<file path="config.mk">
export PLATFORM = sky130hd
export DESIGN_NAME = prog_loader
export DESIGN_NICKNAME = d
export VERILOG_FILES = /design/src/rtl/prog_loader_pkg.sv /design/src/rtl/word_assembler.sv /design/src/rtl/prog_loader.sv
export SDC_FILE = /design/constraint.sdc
export NUM_CORES = 1
export LEC_CHECK = 0
export ABC_AREA = 1
export BUFFER_PORTS_ARGS = -buffer_cell sky130_fd_sc_hd__clkbuf_2
export CAP_MARGIN = 20
export CORE_MARGIN = 1.5
export CORE_UTILIZATION = 39
export DETAILED_ROUTE_END_ITERATION = 8
export PLACE_DENSITY_LB_ADDON = 0.08
export SLEW_MARGIN = 40
export SYNTH_ARGS = -nofsm -noshare
export SYNTH_HDL_FRONTEND = slang
export SYNTH_SLANG_ARGS = --single-unit
</file>
<file path="constraint.sdc">
create_clock -name clk -period 3.9 [get_ports clk]
set_clock_uncertainty 0.2 [all_clocks]
set_input_delay 0 -clock clk [delete_from_list [all_inputs] [get_ports clk]]
set_output_delay 0 -clock clk [all_outputs]
set_load 0.005 [all_outputs]
</file>
<file path="src/rtl/prog_loader_pkg.sv">
// ============================================================================
// Module      : prog_loader_pkg
// Description : Shared loader state encoding, memory depth and byte-lane helpers.
// Revision    : 1.0 - initial release
// ============================================================================
`default_nettype none

package prog_loader_pkg;

    typedef enum logic [1:0] {
        ST_IDLE    = 2'd0,
        ST_COLLECT = 2'd1,
        ST_WRITE   = 2'd2,
        ST_DONE    = 2'd3
    } load_state_t;

    localparam int unsigned c_mem_words_default = 8192;
    localparam int unsigned c_byte_w            = 8;
    localparam int unsigned c_lanes             = 4;

    // Bit offset of the lane that receives the idx-th byte of a word.
    function automatic logic [4:0] lane_lsb(input logic [1:0] idx, input logic big_endian);
        return big_endian ? {~idx, 3'b000} : {idx, 3'b000};
    endfunction

endpackage : prog_loader_pkg

`default_nettype wire

</file>
<file path="src/rtl/word_assembler.sv">
// ============================================================================
// Module      : word_assembler
// Description : Packs four stream bytes into a 32-bit word in the selected lane order.
// Revision    : 1.0 - initial release
// ============================================================================
`default_nettype none

module word_assembler
    import prog_loader_pkg::*;
#(
    parameter bit BIG_ENDIAN = 1'b1
) (
    input  logic        clk,
    input  logic        rst_n,
    input  logic        clear,
    input  logic        accept,
    input  logic [7:0]  byte_data,
    output logic [31:0] word_next,
    output logic        last
);

    logic [31:0] r_word;
    logic [1:0]  r_cnt;
    logic [4:0]  w_lsb;

    assign w_lsb = lane_lsb(r_cnt, BIG_ENDIAN);
    assign last  = accept && (r_cnt == 2'(c_lanes - 1));

    // Word including the byte being accepted this cycle, so the FSM can
    // register the complete word on the same edge as the final byte.
    always_comb begin
        word_next = r_word;
        if (accept) begin
            word_next[w_lsb +: c_byte_w] = byte_data;
        end
    end

    always_ff @(posedge clk or negedge rst_n) begin
        if (!rst_n) begin
            r_word <= '0;
            r_cnt  <= '0;
        end else if (clear) begin
            r_word <= '0;
            r_cnt  <= '0;
        end else if (accept) begin
            r_word <= word_next;
            r_cnt  <= r_cnt + 2'd1;
        end
    end

endmodule : word_assembler

`default_nettype wire

</file>
<file path="src/rtl/prog_loader.sv">
// ============================================================================
// Module      : prog_loader
// Description : Streams bytes into instruction memory words, holding the CPU meanwhile.
// Revision    : 1.0 - initial release
// ============================================================================
`default_nettype none

module prog_loader
    import prog_loader_pkg::*;
#(
    parameter int unsigned MEM_WORDS  = c_mem_words_default,
    parameter bit          BIG_ENDIAN = 1'b1
) (
    input  logic        clk,
    input  logic        rst_n,
    input  logic        start,
    input  logic        abort,
    input  logic [31:0] base_addr,
    input  logic [13:0] word_count,
    input  logic        byte_valid,
    input  logic [7:0]  byte_data,
    output logic        byte_ready,
    output logic        write_en,
    output logic [31:0] write_address,
    output logic [31:0] instruc_data,
    output logic        cpu_hold,
    output logic        done,
    output logic        err
);

    load_state_t r_state;
    logic [31:0] r_addr;
    logic [13:0] r_remaining;
    logic        r_byte_ready;
    logic        r_write_en;
    logic [31:0] r_write_address;
    logic [31:0] r_instruc_data;
    logic        r_cpu_hold;
    logic        r_done;
    logic        r_err;

    logic        w_accept;
    logic        w_clear;
    logic        w_last;
    logic [31:0] w_word_next;
    logic        w_in_range;
    logic        w_unused_base_lsbs;

    // byte_ready is high exactly while in COLLECT, so it doubles as the state test.
    assign w_accept           = r_byte_ready & byte_valid & ~abort;
    assign w_clear            = ~r_byte_ready | abort;
    assign w_in_range         = ({2'b00, r_addr[31:2]} < 32'(MEM_WORDS));
    assign w_unused_base_lsbs = ^base_addr[1:0];

    word_assembler #(
        .BIG_ENDIAN (BIG_ENDIAN)
    ) u_word_assembler (
        .clk       (clk),
        .rst_n     (rst_n),
        .clear     (w_clear),
        .accept    (w_accept),
        .byte_data (byte_data),
        .word_next (w_word_next),
        .last      (w_last)
    );

    always_ff @(posedge clk or negedge rst_n) begin
        if (!rst_n) begin
            r_state         <= ST_IDLE;
            r_addr          <= '0;
            r_remaining     <= '0;
            r_byte_ready    <= 1'b0;
            r_write_en      <= 1'b0;
            r_write_address <= '0;
            r_instruc_data  <= '0;
            r_cpu_hold      <= 1'b0;
            r_done          <= 1'b0;
            r_err           <= 1'b0;
        end else begin
            r_write_en <= 1'b0;
            r_done     <= 1'b0;
            case (r_state)
                ST_IDLE: begin
                    if (start) begin
                        r_addr      <= {base_addr[31:2], 2'b00};
                        r_remaining <= word_count;
                        r_err       <= 1'b0;
                        r_cpu_hold  <= 1'b1;
                        if (word_count == 14'd0) begin
                            r_state <= ST_DONE;
                            r_done  <= 1'b1;
                        end else begin
                            r_state      <= ST_COLLECT;
                            r_byte_ready <= 1'b1;
                        end
                    end
                end
                ST_COLLECT: begin
                    if (abort) begin
                        r_state      <= ST_IDLE;
                        r_byte_ready <= 1'b0;
                        r_cpu_hold   <= 1'b0;
                    end else if (w_last) begin
                        r_state         <= ST_WRITE;
                        r_byte_ready    <= 1'b0;
                        r_write_en      <= w_in_range;
                        r_write_address <= r_addr;
                        r_instruc_data  <= w_word_next;
                    end
                end
                ST_WRITE: begin
                    if (abort) begin
                        r_state    <= ST_IDLE;
                        r_cpu_hold <= 1'b0;
                    end else if (!w_in_range) begin
                        r_state    <= ST_IDLE;
                        r_cpu_hold <= 1'b0;
                        r_err      <= 1'b1;
                    end else begin
                        r_addr      <= r_addr + 32'd4;
                        r_remaining <= r_remaining - 14'd1;
                        if (r_remaining == 14'd1) begin
                            r_state <= ST_DONE;
                            r_done  <= 1'b1;
                        end else begin
                            r_state      <= ST_COLLECT;
                            r_byte_ready <= 1'b1;
                        end
                    end
                end
                ST_DONE: begin
                    r_state    <= ST_IDLE;
                    r_cpu_hold <= 1'b0;
                end
                default: begin
                    r_state      <= ST_IDLE;
                    r_byte_ready <= 1'b0;
                    r_cpu_hold   <= 1'b0;
                end
            endcase
        end
    end

    assign byte_ready    = r_byte_ready;
    assign write_en      = r_write_en;
    assign write_address = r_write_address;
    assign instruc_data  = r_instruc_data;
    assign cpu_hold      = r_cpu_hold;
    assign done          = r_done;
    assign err           = r_err;

endmodule : prog_loader

`default_nettype wire

</file>
==> summary.md, run 1 <==
| Metric | Value |
|---|---|
| Outcome | `complete, no violations` |
| CP Max Fanout | `39` |
| Count of buffer and inverter cells on the critical path | `2` |
| Fin cells | `1536` |
| Layout Utilization | `50.0%` |
| Die width | `144 um` |
| Sequential share of power | `39.0%` |
| Peak VDD IR | `326 uV` |
| DR DRC count | `0` |
| Synth unique cells | `29` |
| Worst-Skew Late Latency | `430 ps` |
| Count of final setup violators | `0` |
| DRT Wirelength | `21000 um` |
| Crit path DAT | `2840 ps` |
| Vias per inst | `4.70` |
| Layout cells sized above 1 | `15.9%` |
| Async SR Flop Fraction | `100%` |
| Fin. Hold Viols | `0` |
| Worst rel slew slack | `56.1%` |
| Synthesis-to-finish area growth | `25.5%` |
| Starting density of the core | `39.8%` |
| WS Path Type | `flop to flop` |
| Seq/Total Area, Yosys | `47.3%` |
| RePlAce Congestion | `0.874` |
| Critical Path Source Type | `flop` |
| Detail Route Antenna Nets | `0` |
| Synth Cell Area | `7770 sq um` |
| Max clock buf depth | `2` |
| Dpl cell area | `8560 sq um` |
| Clock sinks | `147` |
| Highest clock rate | `0.375 GHz` |
| Initial antenna violation count | `0` |
| First-pass GRT wire length | `34100 um` |
| Height of the die | `144 um` |
| Final Net Count | `1325` |
| TNS Setup | `0 ps` |
| Synthesis-stage register bit count | `147` |
| CTS tree | `done` |
| Port Buffers | `123` |
| Avg Synthesized Cell Area | `7.15 sq um` |
| Rows | `51` |
| Io pins | `128` |
| Clock share of power | `29.8%` |
| Largest delay share family, worst path | `buffers and inverters` |
| Mapped Cells | `1087` |
| Worst path cell trace | `nor2_1, nand2_1, nor2_4, nand3_2, nand2_2, nand2_2, inv_2, o21ai_0, nand2_1, dlygate4sd3_1` |
| Max stage delay cell, worst path | `dlygate4sd3_1` |
| Total GRT Usage | `21.2%` |
| Leakage Power | `4.77 nW` |
| Required @ worst endpoint | `4070 ps` |
| Setup crit end kind | `flop` |
| Power per cell area | `558 nW/um^2` |
| Via count | `7223` |
| MaxCap Viol Count | `0` |
| GRT overflow | `0` |
| DP Cell Count | `1443` |
| Ys flop type | `dfrtp_1` |
| TritonCTS Buffers | `17` |
| Worst slew pin tran | `658 ps` |
| Vias in the first global route | `6740` |
| Antenna diodes | `0` |
| NetSw | `2.21 mW` |
| Hold WC Path Type | `input port to flop` |
| DRT Pass-1 Iters | `5` |
| Core footprint | `19500 sq um` |
| Htree depth | `4` |
| Cell-internal power | `3.24 mW` |
| Wire per inst | `13.6 um` |
| Combinational group share of total power | `31.2%` |
| CTS Root Cell | `clkbuf_16` |
| YS warnings | `0` |
| Worst-path clk slew | `70 ps` |
| Initial detailed-routing violation count | `385` |
| Post-synth EDFFs | `0` |
| Max incr delay on CP | `540 ps` |
| Period utilization | `68.5%` |
| Minimum clock period after layout | `2670 ps` |
| Dpl hpwl | `14700 um` |
| Filler Cell Count | `2031` |
| RSZ-0062 raised after global routing | `false` |
| Slew Viols, Final | `0` |
| Sw frac | `40.5%` |
| Design area | `9750 sq um` |
| Die ar. | `20800 sq um` |
| Largest net degree at the start of global routing | `93` |
[synth_stat cells (10+ instances only)]
library cell	n	area share (%)
dfrtp_1	147	47
o21ai_0	80	5.1
nor2_2	18	1.4
nor3_1	14	0.90
nand2_1	401	19
buf_2	11	0.71
nor2_1	148	7.1
nand3_1	63	4.1
o21ai_1	29	1.9
a21oi_1	20	1.3
clkbuf_1	15	0.72
buf_6	10	1.4
inv_1	90	4.3
[placed cells by master, fill, tap and decap left out, types with 2 or more instances in the layout]
master,instances
a21oi_1,20
buf_12,2
buf_4,5
clkbuf_16,17
clkbuf_2,122
clkinv_2,4
clkinvlp_4,2
conb_1,2
dfrtp_1,147
dlygate4sd3_1,60
ha_1,8
inv_1,90
inv_2,7
inv_6,7
inv_8,2
nand2_1,400
nand2_2,5
nand3_1,63
nand4_1,4
nor2_1,148
nor2_2,17
nor2_4,4
nor3_1,14
o21ai_0,80
o21ai_1,29
o21ai_2,2
[power by group through the flow]
stage | clock network (mW) | registers [mW] | logic (mW)
2_1_floorplan | 0 | 2.05 | 1.30
3_3_place_gp | 0 | 2.15 | 1.62
3_5_place_dp | 0 | 2.15 | 1.65
4_1_cts | 1.67 | 2.13 | 1.73
5_1_grt | 1.73 | 2.18 | 2.00
6_report | 1.62 | 2.13 | 1.70
[path summary, 6_finish.rpt]
kind / depth (start not counted) / from / end / slack [ps]
setup / recovery: 10 / r_addr[20] / r_remaining[11] / 1230
hold / removal: 6 / base_addr[3] / r_addr[3] / 210
setup reg to reg: 10 / r_addr[20] / r_remaining[11] / 1230
hold reg to reg: 2 / write_address[17] / write_address[17] / 270
max in group asynchronous: 4 / rst_n / r_addr[9] / 2600
min in group asynchronous: 4 / rst_n / instruc_data[30] / 480
[registers in the layout, indices dropped and copies added, names as in the netlist]
register                 flops
u_word_assembler.r_word     32
err                          1
r_remaining                 14
byte_ready                   1
cpu_hold                     1
instruc_data                32
done                         1
u_word_assembler.r_cnt       2
r_state                      2
write_en                     1
r_addr                      30
write_address               30
[worst min-delay path, delay by kind of cell]
kind,cells,cell delay [ps]
buf+inv,2,610
simple gates,3,130
compound gates,1,50
[cell type report]
cell class | instances | area (sq um) | area share, %
clock buffer | 17 | 425 | 4.36
clock inverter | 15 | 144 | 1.48
inverter | 98 | 369 | 3.78
multi-input combinational | 803 | 3480 | 35.7
sequential | 147 | 3680 | 37.7
tap | 265 | 332 | 3.40
timing repair buffer | 191 | 1330 | 13.6
[metrics by stage]
stage	total power [mW]	worst slack (ps)	hold WS, ps
after floorplan	3.35	2010	-496
after global placement	3.77	1640	-64.2
after detailed placement	3.81	1600	-265
after CTS	5.52	1190	198
after global routing	5.91	971	249
final	5.45	1230	214
[metal layers]
layer / share of wire (%) / wire length, um / vias to the layer above / track usage, %
li1: - / - / 3732 / -
met1: 48 / 9990 / 3323 / 28.2
met5: 0 / 0 / - / 0
met3: 4.0 / 844 / 24 / 4.40
met4: 1.2 / 252 / 0 / 5.90
met2: 47 / 9880 / 144 / 35.0
[repair_timing]
action                    CTS  global route
gates resized for setup     0             0
setup buffers               0             0
hold buffers               61             0
hold endpoints to repair  264             0
[cells by family after synthesis]
kind of cell / after synthesis / synth area share (%)
buf+inv: 138 / 8.09
xor+xnor: 1 / 0.113
simple gates: 659 / 34.4
other cells: 1 / 0.0482
fa+ha+maj: 8 / 1.29
flops: 147 / 47.3
compound gates: 133 / 8.72
(Power assumes the default switching activity.)
==> run 2: changes to the inputs <==
==> constraint.sdc (replaced) <==
create_clock -name clk -period 2.2 [get_ports clk]
set_clock_uncertainty 0.2 [all_clocks]
set_input_delay 0 -clock clk [delete_from_list [all_inputs] [get_ports clk]]
set_output_delay 0 -clock clk [all_outputs]
set_load 0.005 [all_outputs]
==> run 2 against run 1 <==
Worst setup slack got worse by 1000 ps. Utilization rose by 1.3 points. Count of clock-buffer cells in the layout rose by 1. Routed wire length rose by 1.8%. Via count rose by 0.36%. Clock power rose by 86%.
==> summary.md, run 2 (same netlist as run 1, synthesis figures left out) <==
| Metric | Value |
|---|---|
| Largest net degree at the start of global routing | `47 (-49%)` |
| DRT Wirelength | `21300 um (+1.8%)` |
| Peak VDD IR | `616 uV (+89%)` |
| Setup crit end kind | `flop` |
| RePlAce Congestion | `0.848 (-2.9%)` |
| DR DRC count | `0 (unchanged)` |
| Initial detailed-routing violation count | `369 (-4.2%)` |
| RR Startpoint | `u_word_assembler.r_cnt[0]` |
| Footprint of the multi-input gates | `3490 sq um (+0.43%)` |
| Final Net Count | `1348 (+1.7%)` |
| Layout cells sized above 1 | `17.9% (+2.0 points)` |
| Outcome | `complete, no violations` |
| Commonest non-fill, non-tap cell in the layout | `nand2_1` |
| MaxCap Viol Count | `0 (unchanged)` |
| Initial antenna violation count | `0 (unchanged)` |
| Slew Viols, Final | `0 (unchanged)` |
| Io pins | `128 (unchanged)` |
| Hold_sp | `base_addr[2]` |
| Crit path DAT | `2170 ps (-670 ps)` |
| Dpl cell area | `8780 sq um (+2.5%)` |
| RSZ-0062 raised after global routing | `true` |
| WS Path Type | `flop to flop` |
| Starting density of the core | `39.8% (unchanged)` |
| Via count | `7249 (+0.36%)` |
| Total GRT Usage | `21.7% (+0.50 points)` |
| Port Buffers | `123 (unchanged)` |
| CTS tree | `done` |
| Synthesis-to-finish area growth | `28.8%` |
| Design area | `10000 sq um (+2.7%)` |
| Minimum clock period after layout | `2020 ps (-650 ps)` |
| Height of the die | `144 um (unchanged)` |
| Count of final setup violators | `0 (unchanged)` |
| Htree depth | `4 (unchanged)` |
| Power per cell area | `1010 nW/um^2 (+80%)` |
| Wire per inst | `13.7 um (+0.27%)` |
| DP Cell Count | `1466 (+1.6%)` |
| CTS Root Cell | `clkbuf_16` |
| Detail Route Antenna Nets | `0 (unchanged)` |
| Leakage Power | `4.92 nW (+3.0%)` |
| Period utilization | `91.8% (+23 points)` |
| Die width | `144 um (unchanged)` |
| Max clock buf depth | `2 (unchanged)` |
| Crit. Startpoint | `u_word_assembler.r_cnt[0]` |
| Core footprint | `19500 sq um (unchanged)` |
| Pwr Total | `10.1 mW (+85%)` |
| Dpl hpwl | `15500 um (+5.9%)` |
| GRT overflow | `0 (unchanged)` |
| CP Max Fanout | `13 (-67%)` |
| Fin cells | `1559 (+1.5%)` |
| First-pass GRT wire length | `35100 um (+3.0%)` |
| Worst-path clk slew | `70 ps (about the same)` |
| Clock sinks | `147 (unchanged)` |
| Die ar. | `20800 sq um (unchanged)` |
| Worst-Skew Late Latency | `430 ps (about the same)` |
| Highest clock rate | `0.495 GHz (+32%)` |
| Antenna diodes | `0 (unchanged)` |
| Critical Path Source Type | `flop` |
| Rows | `51 (unchanged)` |
| Sequential Area | `3680 sq um (unchanged)` |
| Vias per inst | `4.65 (-1.1%)` |
| Commonest cells after routing, fill and taps aside | `nand2_1, nor2_1, dfrtp_1, clkbuf_2, inv_1` |
| Required @ worst endpoint | `2350 ps (-1720 ps)` |
| TritonCTS Buffers | `17 (unchanged)` |
| Vias in the first global route | `6909 (+2.5%)` |
| Hold WC Path Type | `input port to flop` |
| Filler Cell Count | `2006 (-1.2%)` |
| Fin. Hold Viols | `0 (unchanged)` |
| DRT Pass-1 Iters | `4 (-1)` |
run 2: where the power goes:
part / switching [mW] / internal, mW
clock network: 1.27 / 1.74
registers: 0.500 / 3.18
logic: 2.20 / 1.19
run 2: worst max-delay path: stages (launching register included):
cell and delay (ps):
dfrtp_1 440, inv_2 80, buf_4 180, ha_1 180
nand2_1 280, nor3_1 330, a21oi_1 90, o21ai_0 160
run 2: layout make-up:
cell class / count / area share [%]
Clock buffer: 18 / 4.39
Clock inverter: 14 / 1.66
Sequential cell: 147 / 36.7
Multi-Input combinational cell: 803 / 34.9
Tap cell: 265 / 3.31
Timing Repair Buffer: 214 / 15.3
Inverter: 98 / 3.69
run 2: path summary, 6_finish.rpt:
check	end	slack (ps)	cells after the start
worst max-delay path	instruc_data[8]	180	7
worst min-delay path	r_addr[2]	220	6
worst max register to register	instruc_data[8]	180	7
worst min register to register	instruc_data[9]	290	2
max in group asynchronous	r_addr[9]	930	4
min in group asynchronous	instruc_data[25]	450	4
run 2: per-stage QoR:
step,utilization (%),worst slack (ps),setup TNS [ps],hold slack (ps)
after global placement,45.0,179,0,-297
after global routing,51.3,-12.4,-12.4,241
after detailed placement,45.0,104,0,-297
after floorplan,-,306,0,-496
after CTS,51.1,60.1,0,199
final,51.3,180,0,224
run 2: per-layer routing:
layer  GRT usage, %  vias to the layer above  share of wire [%]
met1           29.2                     3321                 48
met2           36.4                      131                 48
li1               -                     3782                  -
met4           5.42                        0                1.1
met3           3.64                       15                3.4
met5              0                        -                  0
run 2: timing repair:
item,4_1_cts,5_1_grt
hold buffers,59,0
setup endpoints to repair,0,17
setup buffers,0,3
gates resized for setup,0,7
endpoints found under the hold margin,263,0
==> run 3: changes to the inputs <==
--- a/config.mk
+++ b/config.mk
@@ -8,6 +8,7 @@
 export ABC_AREA = 1
 export BUFFER_PORTS_ARGS = -buffer_cell sky130_fd_sc_hd__clkbuf_2
 export CAP_MARGIN = 20
+export CORE_ASPECT_RATIO = 1.1
 export CORE_MARGIN = 1.5
 export CORE_UTILIZATION = 39
 export DETAILED_ROUTE_END_ITERATION = 8
==> run 3 against run 2 <==
Critical path depth stayed put. Worst setup slack better by 2.7 ps. Count of clock-buffer cells in the layout unchanged. Non-clock buffer count fell by 9. Cell count down 1.7%. Sequential share of layout area is 0.55 points higher. Clock power down 8.6%. Global-route usage down 0.38 points. Register-to-register slack hardly changed. Utilization is 0.16 points lower.
==> summary.md, run 3 (same netlist as run 1, synthesis figures left out) <==
| Metric | Value |
|---|---|
| Outcome | `complete, no violations` |
| MaxCap Viol Count | `0 (unchanged)` |
| Filler Cell Count | `1936 (-3.5%)` |
| RePlAce Congestion | `0.861 (+1.5%)` |
| Hold WC Path Type | `input port to flop` |
| Worst reg2reg path depth | `7 (unchanged)` |
| Worst-path clk slew | `70 ps (about the same)` |
| Critical Path Source Type | `flop` |
| Initial antenna violation count | `0 (unchanged)` |
| Core footprint | `19300 sq um (-1.2%)` |
| Setup crit end kind | `flop` |
| Pwr Total | `9.72 mW (-3.5%)` |
| Count of final setup violators | `0 (unchanged)` |
| Rows | `53 (+3.9%)` |
| Max clock buf depth | `2 (unchanged)` |
| Final Net Count | `1339 (-0.67%)` |
| DRT Pass-1 Iters | `5 (+1)` |
| Minimum clock period after layout | `2020 ps (-2.72 ps)` |
| Fin. Hold Viols | `0 (unchanged)` |
| Max incr delay on CP | `410 ps (-30 ps)` |
| Period utilization | `91.7% (-0.12 points)` |
| Via count | `7181 (-0.94%)` |
| Htree depth | `4 (unchanged)` |
| Io pins | `128 (unchanged)` |
| Post-CTS Setup Bufs | `0 (unchanged)` |
| Initial detailed-routing violation count | `427 (+16%)` |
| CP Max Fanout | `7 (-6)` |
| Synthesis-to-finish area growth | `26.9%` |
| R2R Setup Slk | `180 ps (about the same)` |
| Max stage delay cell, worst path | `ha_1` |
| Vias per inst | `4.69 (+0.81%)` |
| First-pass GRT wire length | `34300 um (-2.3%)` |
| WS Path Type | `flop to flop` |
| Power per cell area | `986 nW/um^2 (-2.1%)` |
| Commonest cells after routing, fill and taps aside | `nand2_1, nor2_1, dfrtp_1, clkbuf_2, inv_1` |
| Highest clock rate | `0.496 GHz (+0.13%)` |
| Commonest non-fill, non-tap cell in the layout | `nand2_1` |
| Wire per inst | `13.7 um (about the same)` |
| Hold depth | `6 (unchanged)` |
| DRT Wirelength | `21000 um (-1.7%)` |
| Largest net degree at the start of global routing | `107 (+130%)` |
| Required @ worst endpoint | `2350 ps (about the same)` |
| Peak VDD IR | `650 uV (+5.4%)` |
| RSZ-0062 raised after global routing | `false` |
| Worst path cell trace | `inv_1, ha_1, nand2_1, buf_4, nor3_1, a21oi_1, o21ai_0` |
| Port Buffers | `123 (unchanged)` |
| CTS Root Cell | `clkbuf_16` |
| Height of the die | `151 um (+4.8%)` |
| TNS Setup | `0 ps (unchanged)` |
| DR DRC count | `0 (unchanged)` |
| Die ar. | `20800 sq um (about the same)` |
| Leakage Power | `4.83 nW (-1.8%)` |
| Worst-Skew Late Latency | `420 ps (about the same)` |
| Antenna diodes | `0 (unchanged)` |
| Starting density of the core | `40.3% (+0.47 points)` |
| Layout cells sized above 1 | `16.9% (-1.0 points)` |
| Die width | `138 um (-4.6%)` |
| CTS tree | `done` |
| GRT overflow | `0 (unchanged)` |
| Slew Viols, Final | `0 (unchanged)` |
| Dpl hpwl | `14800 um (-4.5%)` |
| Detail Route Antenna Nets | `0 (unchanged)` |
| Total GRT Usage | `21.3% (-0.38 points)` |
| Crit path DAT | `2170 ps (about the same)` |
| Clock sinks | `147 (unchanged)` |
| TritonCTS Buffers | `17 (unchanged)` |
| Vias in the first global route | `6805 (-1.5%)` |
[run 3: worst max-delay path: cells and delay by family (launching register included)]
| family | cells | cell delay (ps) |
|---|---|---|
| and+or+nand+nor | 2 | 410 |
| adders and majority gates | 1 | 410 |
| DFF | 1 | 400 |
| buffers and inverters | 2 | 260 |
| AOI/OAI and AO/OA | 2 | 260 |
[run 3: cell type report]
class	instances	area, sq um	area share (%)
flip-flops and latches	147	3680	37.3
clock buffers	18	429	4.35
clock inverters	14	116	1.18
multi-input cells	803	3480	35.3
inverters	98	369	3.74
repair buffers	205	1480	15.0
well taps	247	309	3.13
[run 3: final timing paths]
kind	startpoint	end
worst max-delay path	u_word_assembler.r_cnt[1]	instruc_data[9]
worst min-delay path	base_addr[3]	r_addr[3]
worst max register to register	u_word_assembler.r_cnt[1]	instruc_data[9]
worst min register to register	instruc_data[8]	instruc_data[8]
max in group asynchronous	rst_n	r_state[0]
min in group asynchronous	rst_n	instruc_data[30]
[run 3: per-layer routing]
metal	GRT usage (%)	share of wire, %	routed length, um	vias up
met1	29.0	48	10100	3241
met5	0	0	0	-
met3	3.95	4.1	857	27
met4	6.74	1.7	350	0
met2	34.4	46	9670	152
li1	-	-	-	3761
[run 3: stage by stage]
step	hold slack [ps]	worst slack, ps	cell area (sq um)	util, %	instances
6_report	208	183	9870	51.1	1532
5_1_grt	241	9.13	9870	51.1	1532
4_1_cts	192	179	9860	51.1	1532
3_5_place_dp	-239	192	8690	45.1	1440
3_3_place_gp	-240	217	8690	45.1	1440
2_1_floorplan	-496	306	7780	-	1088
[run 3: report_power, final]
group / internal [mW] / leakage, nW / switching [mW] / total (mW)
logic: 1.14 / 2.60 / 2.13 / 3.27
clock network: 1.47 / 0.257 / 1.27 / 2.75
registers: 3.18 / 1.97 / 0.532 / 3.71
total: 5.79 / 4.83 / 3.94 / 9.72
[run 3: repair_timing]
item / in CTS / in global routing
hold buffers: 60 / 0
endpoints found under the setup margin: 0 / 5
endpoints found under the hold margin: 264 / 0
resized for setup: 0 / 3
